--- config.mk ---
export PLATFORM = sky130hd
export DESIGN_NAME = instr_encoder_flat
export DESIGN_NICKNAME = d
export VERILOG_FILES = /design/src/rtl/instr_enc_pkg.sv /design/src/rtl/instr_encoder_if.sv /design/src/rtl/instr_fifo.sv /design/src/rtl/instr_encoder.sv /design/src/flat_wrapper.sv
export SDC_FILE = /design/constraint.sdc
export NUM_CORES = 1
export LEC_CHECK = 0
export BUFFER_PORTS_ARGS = -buffer_cell sky130_fd_sc_hd__buf_2
export CORE_MARGIN = 2
export CORE_UTILIZATION = 40
export DETAILED_ROUTE_END_ITERATION = 6
export GPL_ROUTABILITY_DRIVEN = 0
export GPL_TIMING_DRIVEN = 1
export SYNTH_ARGS = -nofsm -noshare
export SYNTH_HDL_FRONTEND = slang
export SYNTH_HIERARCHICAL = 1
export SYNTH_SLANG_ARGS = --single-unit
--- constraint.sdc ---
create_clock -name clk -period 6.05 [get_ports clk]
set_input_delay 0.3025 -clock clk [delete_from_list [all_inputs] [get_ports clk]]
set_output_delay 0.3025 -clock clk [all_outputs]
set_load 0.005 [all_outputs]
--- src/rtl/instr_enc_pkg.sv ---
// RV32I encoding constants and the symbolic op type, shared by the instruction
// encoder and the control unit decode path.
package instr_enc_pkg;

  typedef enum logic [3:0] {
    OpAdd  = 4'd0,
    OpSub,
    OpXor,
    OpOr,
    OpAnd,
    OpSll,
    OpSrl,
    OpSra,
    OpSlt,
    OpSltu,
    OpAddi,
    OpLui,
    OpSw,
    OpBeq,
    OpBne,
    OpRsvd
  } enc_op_t;

  localparam logic [6:0] OP_R      = 7'b0110011;
  localparam logic [6:0] OP_IMM    = 7'b0010011;
  localparam logic [6:0] OP_LUI    = 7'b0110111;
  localparam logic [6:0] OP_STORE  = 7'b0100011;
  localparam logic [6:0] OP_BRANCH = 7'b1100011;

  localparam logic [2:0] F3_ADD_SUB = 3'b000;
  localparam logic [2:0] F3_SLL     = 3'b001;
  localparam logic [2:0] F3_SLT     = 3'b010;
  localparam logic [2:0] F3_SLTU    = 3'b011;
  localparam logic [2:0] F3_XOR     = 3'b100;
  localparam logic [2:0] F3_SR      = 3'b101;
  localparam logic [2:0] F3_OR      = 3'b110;
  localparam logic [2:0] F3_AND     = 3'b111;
  localparam logic [2:0] F3_SW      = 3'b010;
  localparam logic [2:0] F3_BEQ     = 3'b000;
  localparam logic [2:0] F3_BNE     = 3'b001;

  localparam logic [6:0] F7_BASE = 7'b0000000;
  localparam logic [6:0] F7_ALT  = 7'b0100000;

  function automatic logic [2:0] r_funct3(enc_op_t op);
    case (op)
      OpAdd, OpSub: return F3_ADD_SUB;
      OpSll:        return F3_SLL;
      OpSlt:        return F3_SLT;
      OpSltu:       return F3_SLTU;
      OpXor:        return F3_XOR;
      OpSrl, OpSra: return F3_SR;
      OpOr:         return F3_OR;
      OpAnd:        return F3_AND;
      default:      return F3_ADD_SUB;
    endcase
  endfunction

endpackage

--- src/rtl/instr_encoder_if.sv ---
// Request and instruction-memory write bus of the instruction encoder.
// master = requester/memory side, slave = encoder.
interface instr_encoder_if #(
  parameter int unsigned DEPTH      = 4,
  parameter int unsigned ADDR_WIDTH = 32
);
  import instr_enc_pkg::*;

  logic                    req_valid;
  logic                    req_ready;
  enc_op_t                 req_op;
  logic [4:0]              req_rd;
  logic [4:0]              req_rs1;
  logic [4:0]              req_rs2;
  logic [31:0]             req_imm;
  logic                    mem_we;
  logic [ADDR_WIDTH-1:0]   mem_addr;
  logic [31:0]             mem_wdata;
  logic                    mem_ready;
  logic                    err;
  logic [$clog2(DEPTH):0]  count;

  modport master (
    output req_valid, req_op, req_rd, req_rs1, req_rs2, req_imm, mem_ready,
    input  req_ready, mem_we, mem_addr, mem_wdata, err, count
  );

  modport slave (
    input  req_valid, req_op, req_rd, req_rs1, req_rs2, req_imm, mem_ready,
    output req_ready, mem_we, mem_addr, mem_wdata, err, count
  );

endinterface

--- src/rtl/instr_fifo.sv ---
// Synchronous FIFO for encoded words; push is ignored when full, pop when empty.
module instr_fifo #(
  parameter int unsigned DEPTH = 4,
  parameter int unsigned WIDTH = 32
) (
  input  logic                   clk,
  input  logic                   rst,
  input  logic                   push,
  input  logic [WIDTH-1:0]       wdata,
  input  logic                   pop,
  output logic [WIDTH-1:0]       rdata,
  output logic [$clog2(DEPTH):0] count,
  output logic                   full,
  output logic                   empty
);
  localparam int unsigned PW = $clog2(DEPTH);

  logic [WIDTH-1:0] mem_q [DEPTH];
  logic [PW-1:0]    wr_ptr_q, rd_ptr_q;
  logic [PW:0]      count_q;
  logic             do_push, do_pop;

  assign full    = (count_q == (PW+1)'(DEPTH));
  assign empty   = (count_q == '0);
  assign do_push = push && !full;
  assign do_pop  = pop && !empty;
  assign rdata   = mem_q[rd_ptr_q];
  assign count   = count_q;

  always_ff @(posedge clk) begin
    if (rst) begin
      wr_ptr_q <= '0;
      rd_ptr_q <= '0;
      count_q  <= '0;
    end else begin
      if (do_push) wr_ptr_q <= wr_ptr_q + PW'(1);
      if (do_pop)  rd_ptr_q <= rd_ptr_q + PW'(1);
      case ({do_push, do_pop})
        2'b10:   count_q <= count_q + (PW+1)'(1);
        2'b01:   count_q <= count_q - (PW+1)'(1);
        default: count_q <= count_q;
      endcase
    end
  end

  // Storage is not reset; readers gate the head with empty.
  always_ff @(posedge clk) begin
    if (do_push) mem_q[wr_ptr_q] <= wdata;
  end

endmodule

--- src/rtl/instr_encoder.sv ---
// RV32I instruction encoder and program writer: packs symbolic requests into machine
// words and streams them to instruction memory. INSTR_ENC_BTYPE_EN enables BEQ/BNE.
module instr_encoder #(
  parameter int unsigned           DEPTH      = 4,
  parameter int unsigned           ADDR_WIDTH = 32,
  parameter logic [ADDR_WIDTH-1:0] BASE_ADDR  = '0
) (
  input logic            clk,
  input logic            rst,
  instr_encoder_if.slave bus
);
  import instr_enc_pkg::*;

  enc_op_t               op;
  logic [31:0]           imm;
  logic [31:0]           word;
  logic [31:0]           head;
  logic                  legal, accept, push, pop, full, empty;
  logic                  imm_fits12;
  logic                  err_q;
  logic [ADDR_WIDTH-1:0] addr_q;

  assign op         = bus.req_op;
  assign imm        = bus.req_imm;
  assign imm_fits12 = (imm[31:11] == {21{imm[11]}});

`ifdef INSTR_ENC_BTYPE_EN
  logic imm_fits13;
  // [-4096, 4094] and halfword aligned.
  assign imm_fits13 = (imm[31:12] == {20{imm[12]}}) && !imm[0];
`endif

  always_comb begin
    word  = '0;
    legal = 1'b1;
    case (op)
      OpAdd, OpSub, OpXor, OpOr, OpAnd, OpSll, OpSrl, OpSra, OpSlt, OpSltu: begin
        word = {((op == OpSub) || (op == OpSra)) ? F7_ALT : F7_BASE,
                bus.req_rs2, bus.req_rs1, r_funct3(op), bus.req_rd, OP_R};
      end
      OpAddi: begin
        legal = imm_fits12;
        word  = {imm[11:0], bus.req_rs1, F3_ADD_SUB, bus.req_rd, OP_IMM};
      end
      OpLui: begin
        word = {imm[19:0], bus.req_rd, OP_LUI};
      end
      OpSw: begin
        legal = imm_fits12;
        word  = {imm[11:5], bus.req_rs2, bus.req_rs1, F3_SW, imm[4:0], OP_STORE};
      end
`ifdef INSTR_ENC_BTYPE_EN
      OpBeq, OpBne: begin
        legal = imm_fits13;
        word  = {imm[12], imm[10:5], bus.req_rs2, bus.req_rs1,
                 (op == OpBne) ? F3_BNE : F3_BEQ, imm[4:1], imm[11], OP_BRANCH};
      end
`endif
      default: begin
        legal = 1'b0;
      end
    endcase
  end

  assign bus.req_ready = !full;
  assign accept        = bus.req_valid && !full;
  assign push          = accept && legal;
  assign pop           = !empty && bus.mem_ready;

  instr_fifo #(
    .DEPTH(DEPTH),
    .WIDTH(32)
  ) u_fifo (
    .clk  (clk),
    .rst  (rst),
    .push (push),
    .wdata(word),
    .pop  (pop),
    .rdata(head),
    .count(bus.count),
    .full (full),
    .empty(empty)
  );

  always_ff @(posedge clk) begin
    if (rst) begin
      addr_q <= BASE_ADDR;
      err_q  <= 1'b0;
    end else begin
      err_q <= accept && !legal;
      if (pop) addr_q <= addr_q + ADDR_WIDTH'(4);
    end
  end

  assign bus.mem_we    = !empty;
  assign bus.mem_addr  = addr_q;
  assign bus.mem_wdata = empty ? 32'h0 : head;
  assign bus.err       = err_q;

endmodule

--- src/flat_wrapper.sv ---
// flat-port wrapper written by rule: the top's interface ports become plain ports
module instr_encoder_flat import instr_enc_pkg::*;
#(
  parameter int unsigned           DEPTH      = 4,
  parameter int unsigned           ADDR_WIDTH = 32,
  parameter logic [ADDR_WIDTH-1:0] BASE_ADDR  = '0
)
  (clk, rst, bus_req_valid, bus_req_op, bus_req_rd, bus_req_rs1, bus_req_rs2, bus_req_imm, bus_mem_ready, bus_req_ready, bus_mem_we, bus_mem_addr, bus_mem_wdata, bus_err, bus_count);
  instr_encoder_if #(.DEPTH(DEPTH), .ADDR_WIDTH(ADDR_WIDTH)) bus_i ();
  input logic clk;
  input logic rst;
  input wire logic [$bits(bus_i.req_valid)-1:0] bus_req_valid;
  input wire logic [$bits(bus_i.req_op)-1:0] bus_req_op;
  input wire logic [$bits(bus_i.req_rd)-1:0] bus_req_rd;
  input wire logic [$bits(bus_i.req_rs1)-1:0] bus_req_rs1;
  input wire logic [$bits(bus_i.req_rs2)-1:0] bus_req_rs2;
  input wire logic [$bits(bus_i.req_imm)-1:0] bus_req_imm;
  input wire logic [$bits(bus_i.mem_ready)-1:0] bus_mem_ready;
  output wire logic [$bits(bus_i.req_ready)-1:0] bus_req_ready;
  output wire logic [$bits(bus_i.mem_we)-1:0] bus_mem_we;
  output wire logic [$bits(bus_i.mem_addr)-1:0] bus_mem_addr;
  output wire logic [$bits(bus_i.mem_wdata)-1:0] bus_mem_wdata;
  output wire logic [$bits(bus_i.err)-1:0] bus_err;
  output wire logic [$bits(bus_i.count)-1:0] bus_count;
  assign bus_i.req_valid = bus_req_valid;
  assign bus_i.req_op = bus_req_op;
  assign bus_i.req_rd = bus_req_rd;
  assign bus_i.req_rs1 = bus_req_rs1;
  assign bus_i.req_rs2 = bus_req_rs2;
  assign bus_i.req_imm = bus_req_imm;
  assign bus_i.mem_ready = bus_mem_ready;
  assign bus_req_ready = bus_i.req_ready;
  assign bus_mem_we = bus_i.mem_we;
  assign bus_mem_addr = bus_i.mem_addr;
  assign bus_mem_wdata = bus_i.mem_wdata;
  assign bus_err = bus_i.err;
  assign bus_count = bus_i.count;
  instr_encoder #(.DEPTH(DEPTH), .ADDR_WIDTH(ADDR_WIDTH), .BASE_ADDR(BASE_ADDR)) u_core (.clk(clk), .rst(rst), .bus(bus_i));
endmodule
==> results of run 1 <==
-- kinds of logic after synthesis --
logic type | count (synthesis) | synth area share [%]
compound gates | 77 | 6.73
xor+xnor | 12 | 1.41
mux | 42 | 11.2
other cells | 1 | 0.0502
buf+inv | 51 | 3.85
flops | 168 | 62.1
simple gates | 163 | 13.3
fa+ha+maj | 7 | 1.27
-- worst max-delay path, cell delays in order (launching register included) --
cell     delay (ns)
dfxtp_1        0.45
nor3b_2        0.34
nor2b_1        0.13
nand3_1        0.10
o21ai_1        0.06
inv_1          0.09
nor2_1         0.11
inv_1          0.09
ha_1           0.17
inv_1          0.06
fa_1           0.37
xor2_1         0.16
or3_1          0.33
a21oi_1        0.17
-- routing by layer --
| metal | track usage (%) | share of wire [%] |
|---|---|---|
| met1 | 21.9 | 44 |
| met2 | 27.6 | 49 |
| met3 | 4.11 | 5.2 |
| met4 | 6.21 | 1.5 |
| met5 | 0 | 0 |
-- synth_stat cells, types with 6 or more instances --
master / number
nor2b_1: 38
ha_1: 6
buf_2: 6
or4_1: 6
mux4_2: 30
dfxtp_1: 40
xnor2_1: 7
inv_1: 22
nand3_1: 9
o21ai_1: 9
or3_1: 12
o21ai_0: 14
edfxtp_1: 128
nand4_1: 10
mux2_1: 7
nor2_1: 22
a21oi_1: 21
clkbuf_1: 12
nand2_1: 20
nor4_1: 9
a22o_1: 16
-- how the worst min path moves through the flow --
stage	from	endpoint	slack, ns	cells past startpoint
after global routing	bus_req_rs1[1]	u_core/u_fifo/mem_q[0][16]	0.25	2
after global placement	u_core/u_fifo/rd_ptr_q[1]	u_core/u_fifo/rd_ptr_q[1]	0.47	2
after detailed placement	u_core/u_fifo/rd_ptr_q[1]	u_core/u_fifo/rd_ptr_q[1]	0.49	2
after floorplan	u_core/u_fifo/rd_ptr_q[1]	register	0.46	2
after CTS	bus_req_rs1[1]	u_core/u_fifo/mem_q[2][16]	0.24	2
final	bus_req_rs1[3]	u_core/u_fifo/mem_q[2][18]	0.27	2
-- report_power, final --
part / internal (mW) / switching, mW
clock network: 0.583 / 0.470
registers: 1.29 / 0.0190
logic: 0.158 / 0.199
total: 2.03 / 0.688
-- sequential cells by signal, indices dropped and copies added (netlist names), named ones only --
signal                  flops
u_core/bus.mem_addr        30
u_core/bus.err              1
u_core/u_fifo/wr_ptr_q      2
u_core/u_fifo/rd_ptr_q      2
u_core/u_fifo/count         3
u_core/u_fifo/mem_q       128
-- cell type report --
class | instances | share of cell area, %
multi-input combinational | 311 | 29.2
sequential | 168 | 52.5
tap | 229 | 3.23
clock inverter | 15 | 1.81
timing repair buffer | 130 | 7.57
clock buffer | 17 | 4.80
inverter | 22 | 0.932
-- stage by stage --
step	cell area (um^2)	instances	setup slack (ns)	hold WS (ns)
global placement	8270	860	3.20	0.472
floorplan	7510	530	3.09	0.459
global route	8860	892	3.04	0.254
finish	8860	892	3.34	0.267
CTS	8860	892	3.30	0.238
detailed placement	8270	860	3.05	0.493
==> key figures, run 1 <==
Timing
  • Total negative setup slack: 0 ns
  • Pins over their slew limit: 0
  • Final Hold Vio Count: 0
  • Layout Skew: between 0.008 and 0.009 ns
  • Slew @ Worst Pin: 1.25 ns
  • Rel. slew slack: 16.2%
  • Finish-stage setup viols: 0
  • Tmin final: 2.71 ns
  • Final period util: 44.7%
  • Max Fclk: 369 MHz
  • RSZ-0062 raised after global routing: no

Worst setup path
  • CP Max Fanout: 6
  • CP required: between 6 and 7 ns
  • R2R Setup Slk: 3.34 ns
  • Setup crit end kind: register
  • Worst setup path startpoint: u_core/u_fifo/count[2]
  • CP Class: register to register
  • Reg2reg path depth: 13
  • Critical R2R Launch: u_core/u_fifo/count[2]
  • Critical R2R Capture: u_core/u_fifo/count[2]
  • Crit path DAT: 3.05 ns
  • Worst setup path end: u_core/u_fifo/count[2]
  • Crit path launch type: register

Final layout
  • Final core occ: 48.8%
  • Antenna fix cells: 0
  • Commonest non-fill, non-tap cells in the layout: 128 x edfxtp_1, 122 x buf_2, 39 x dfxtp_1
  • Reg area: about 4600 um^2
  • Area Overhead vs Synth: 18.5%
  • Most common cell after layout, fill and taps aside: edfxtp_1
  • Share of layout cells above drive strength 1: between 30% and 40%
  • Area of the multi-input gates: between 2000 and 3000 um^2
  • Fill count: 1619
  • Final net count: ~710

Global routing
  • GRT Overall Usage: between 10% and 20%
  • Vias in the first global route: 4742
  • First-pass GRT wire length: 25100 um
  • Largest net degree at the start of global routing: 48
  • Overflow left after global routing: 0
  • Initial antenna violation count: 0

Drt
  • Via count: 4805
  • Vias per cell: ~5.4
  • 1st-iter DRT viols: 338
  • Routed WL: around 16000 um
  • Post-route ant nets: 0
  • Detailed Routing Iterations Pass 1: 5
  • DR DRC count: 0
  • WL per Instance: 18.2 um

Floorplanning
  • Height of the die: around 140 um
  • Num ports: 125
  • Die Area: 19800 um^2
  • Area of the core: 18100 um^2
  • DIE WIDTH: about 140 um
  • Row count: 49
  • Initial Util: 41.2%

Yosys
  • Yosys warning count: 6
  • Top FF cell, synth: edfxtp_1
  • Synthesized netlist cell count: 521
  • Synth area leader: edfxtp_1
  • Post-synthesis register bit count: ~170
  • Sequential element share of the synthesized area: 62.1%
  • Avg Cell Area, Syn: 14.3 um^2
  • EDFF count, synth: 128
  • Asr flop ratio synth: 0%
  • Synth cell types: 61
  • Synth top area share: 51.4%
  • Cell Area, Synth: 7470 um^2
  • Synth top area cells: edfxtp_1 51%, dfxtp_1 11%, mux4_2 9.0%

Clock network
  • CTS Buffer Depth: 2
  • CTS root buf: clkbuf_16
  • PostCTS Resize Cnt: 0
  • Post-CTS Setup Inserts: 0
  • CTS tree: built
  • CTS Sinks: 168
  • Num CTS Buffers: 17
  • H-tree levels: 4
  • # hold bufs at CTS: 0
  • CTS clk-pin slew, worst paths: 0.07 ns
  • Clock Latency Late Sink: 0.43 ns

Place
  • Hpwl dp: 10800 um
  • Port buffer count: between 100 and 150

Run status
  • Status: complete, no violations

Pwr
  • Power Density: 307 nW/um^2
  • Peak VDD IR: 0.171 mV
  • P_leak: roughly 3.2 nW
  • Total Power: roughly 2.7 mW

Flow run
  • Max cap viols: 0

Hold path
  • Worst hold path type: primary input to register
(Power assumes the default switching activity.)
==> run 2, diff against run 1 <==
- clock period: 6.05 -> 2.4 ns (I/O delays scaled with it)
==> run 2 against run 1 <==
Net effect: the run now ends with design-rule violations left; maximum frequency increased by 19%; final cell count increased by 2.4%; die area unchanged; worst hold slack got worse by 0.20 ns; first-iteration DRC count increased by 30%; largest power group unchanged; total power increased to 2.5 times the previous value; critical path type unchanged.
==> key figures, run 2 (synthesis gave the netlist of run 1 again) <==
Run status
  • Status: finished, violations left
  • Failing checks: design-rule violations

Timing
  • Pins over their slew limit: 0 (unchanged)
  • Final Hold Vio Count: 0 (unchanged)
  • Fin worst setup slack: 0.118 ns (-3.23 ns)
  • Slew @ Worst Pin: 0.854 ns (-0.397 ns)
  • Tmin final: 2.28 ns (-0.425 ns)
  • Final period util: 95.1% (+50 points)
  • Fin Hold WS: 0.0684 ns (-0.198 ns)
  • Max Fclk: 438 MHz (+19%)
  • Rel. slew slack: 43.1% (+27 points)
  • Finish-stage setup viols: 0 (unchanged)
  • RSZ-0062 raised after global routing: no
  • Layout Skew: 0.0115 ns (+0.00317 ns)
  • Total negative setup slack: 0 ns (unchanged)

Final layout
  • Area Overhead vs Synth: 21.6%
  • Share of layout cells above drive strength 1: 36.4% (+4.6 points)
  • Fill count: 1601 (-1.1%)
  • Commonest non-fill, non-tap cells in the layout: 128 x edfxtp_1, 122 x buf_2, 37 x nor2b_1
  • Fin area: 9090 um^2 (+2.6%)
  • Most common cell after layout, fill and taps aside: edfxtp_1
  • Number of flip-flops in the largest register: 128 (unchanged)
  • Largest reg by FF count: u_core/u_fifo/mem_q
  • Antenna fix cells: 0 (unchanged)
  • Final net count: 733 (+2.9%)
  • Final core occ: 50.1% (+1.3 points)

Drt
  • 1st-iter DRT viols: 438 (+30%)
  • DR DRC count: 2 (+2)
  • Met3 routed WL: 1080 um (+28%)
  • WL per Instance: 18.9 um (+3.8%)
  • Routed WL: 17300 um (+6.3%)
  • DRT met1 WL: 7500 um (+4.2%)
  • Via count: 4981 (+3.7%)
  • Met2 WL: 8500 um (+6.7%)
  • Highest metal layer with signal wires: met4
  • Detailed Routing Iterations Pass 1: 7 (+2)
  • Vias per cell: 5.46 (+1.3%)
  • Post-route ant nets: 0 (unchanged)

Floorplanning
  • Row count: 49 (unchanged)
  • Height of the die: 141 um (unchanged)
  • DIE WIDTH: 141 um (unchanged)
  • Num ports: 125 (unchanged)
  • Die Area: 19800 um^2 (unchanged)
  • Area of the core: 18100 um^2 (unchanged)
  • Initial Util: 41.2% (unchanged)

Global routing
  • GRT Overall Usage: 17.9% (+1.0 points)
  • Vias in the first global route: 5055 (+6.6%)
  • Largest net degree at the start of global routing: 48 (unchanged)
  • Initial antenna violation count: 1 (+1)
  • Overflow left after global routing: 0 (unchanged)
  • First-pass GRT wire length: 27000 um (+7.6%)

Pwr
  • P_leak: 3.35 nW (+3.3%)
  • Power Density: 749 nW/um^2 (+140%)
  • Peak VDD IR: 0.570 mV (+230%)

Clock network
  • CTS root buf: clkbuf_16
  • CTS Buffer Depth: 2 (unchanged)
  • H-tree levels: 4 (unchanged)
  • CTS clk-pin slew, worst paths: 0.07 ns (about the same)
  • CTS tree: built
  • # hold bufs at CTS: 0 (unchanged)
  • CTS Sinks: 168 (unchanged)
  • Post-CTS Setup Inserts: 0 (unchanged)
  • Clock Latency Late Sink: 0.43 ns (about the same)
  • Num CTS Buffers: 17 (unchanged)

Worst setup path
  • Crit path launch type: register
  • Crit path DAT: 2.63 ns (-0.42 ns)
  • CP Max Fanout: 9 (+3)
  • CP Class: register to register
  • CP required: 2.75 ns (-3.64 ns)
  • Setup crit end kind: register

Place
  • Dpl ws: -0.107 ns (-3.15 ns)
  • Hpwl dp: 11800 um (+8.6%)
  • Port buffer count: 122 (unchanged)
  • Cell Area, Placed: 8520 um^2 (+3.0%)

Flow run
  • Max cap viols: 0 (unchanged)

Hold path
  • Worst hold path type: primary input to register
-- run 2: what timing repair did --
action,in CTS,in global routing
pin swaps,2,2
resized for setup,1,10
endpoints found under the hold margin,0,0
endpoints found under the setup margin,1,2
-- run 2: cell type report --
type,count,area [um^2],area share [%]
Sequential cell,168,4650,51.2
Multi-Input combinational cell,311,2630,29.0
Timing Repair Buffer,151,891,9.80
Clock buffer,18,429,4.72
Tap cell,229,287,3.15
Clock inverter,14,113,1.24
Inverter,22,82.6,0.909
-- run 2: power by group --
group          internal, mW  switching [mW]
registers              3.25          0.0567
clock network          1.35            1.18
logic                 0.455           0.514
total                  5.06            1.75
-- run 2: worst max-delay path: stages (launching register included) --
cell and delay, ns:
dfxtp_1 0.39, ha_1 0.24, nand2_1 0.11, or4_1 0.67
buf_4 0.24, or3_1 0.37, a21oi_1 0.18
-- run 2: per-stage QoR --
step                      instances  power [mW]
after floorplan                 530        3.92
after global placement          881        4.33
after detailed placement        881        4.35
after CTS                       913        6.87
after global routing            913        7.08
final                           913        6.80
-- run 2: routing by layer --
layer | GRT usage (%) | up-vias
li1 | - | 2307
met1 | 23.5 | 2478
met2 | 29.6 | 182
met3 | 4.25 | 14
met4 | 5.47 | 0
met5 | 0 | -
-- run 2: final timing paths --
kind | start | end | slack [ns] | depth (start not counted)
worst max-delay path | u_core/bus.mem_addr[3] | u_core/bus.mem_addr[16] | 0.12 | 6
worst min-delay path | bus_req_rs1[4] | u_core/u_fifo/mem_q[0][19] | 0.07 | 2
worst max register to register | u_core/bus.mem_addr[3] | u_core/bus.mem_addr[16] | 0.12 | 6
worst min register to register | u_core/u_fifo/rd_ptr_q[1] | u_core/u_fifo/rd_ptr_q[1] | 0.50 | 2
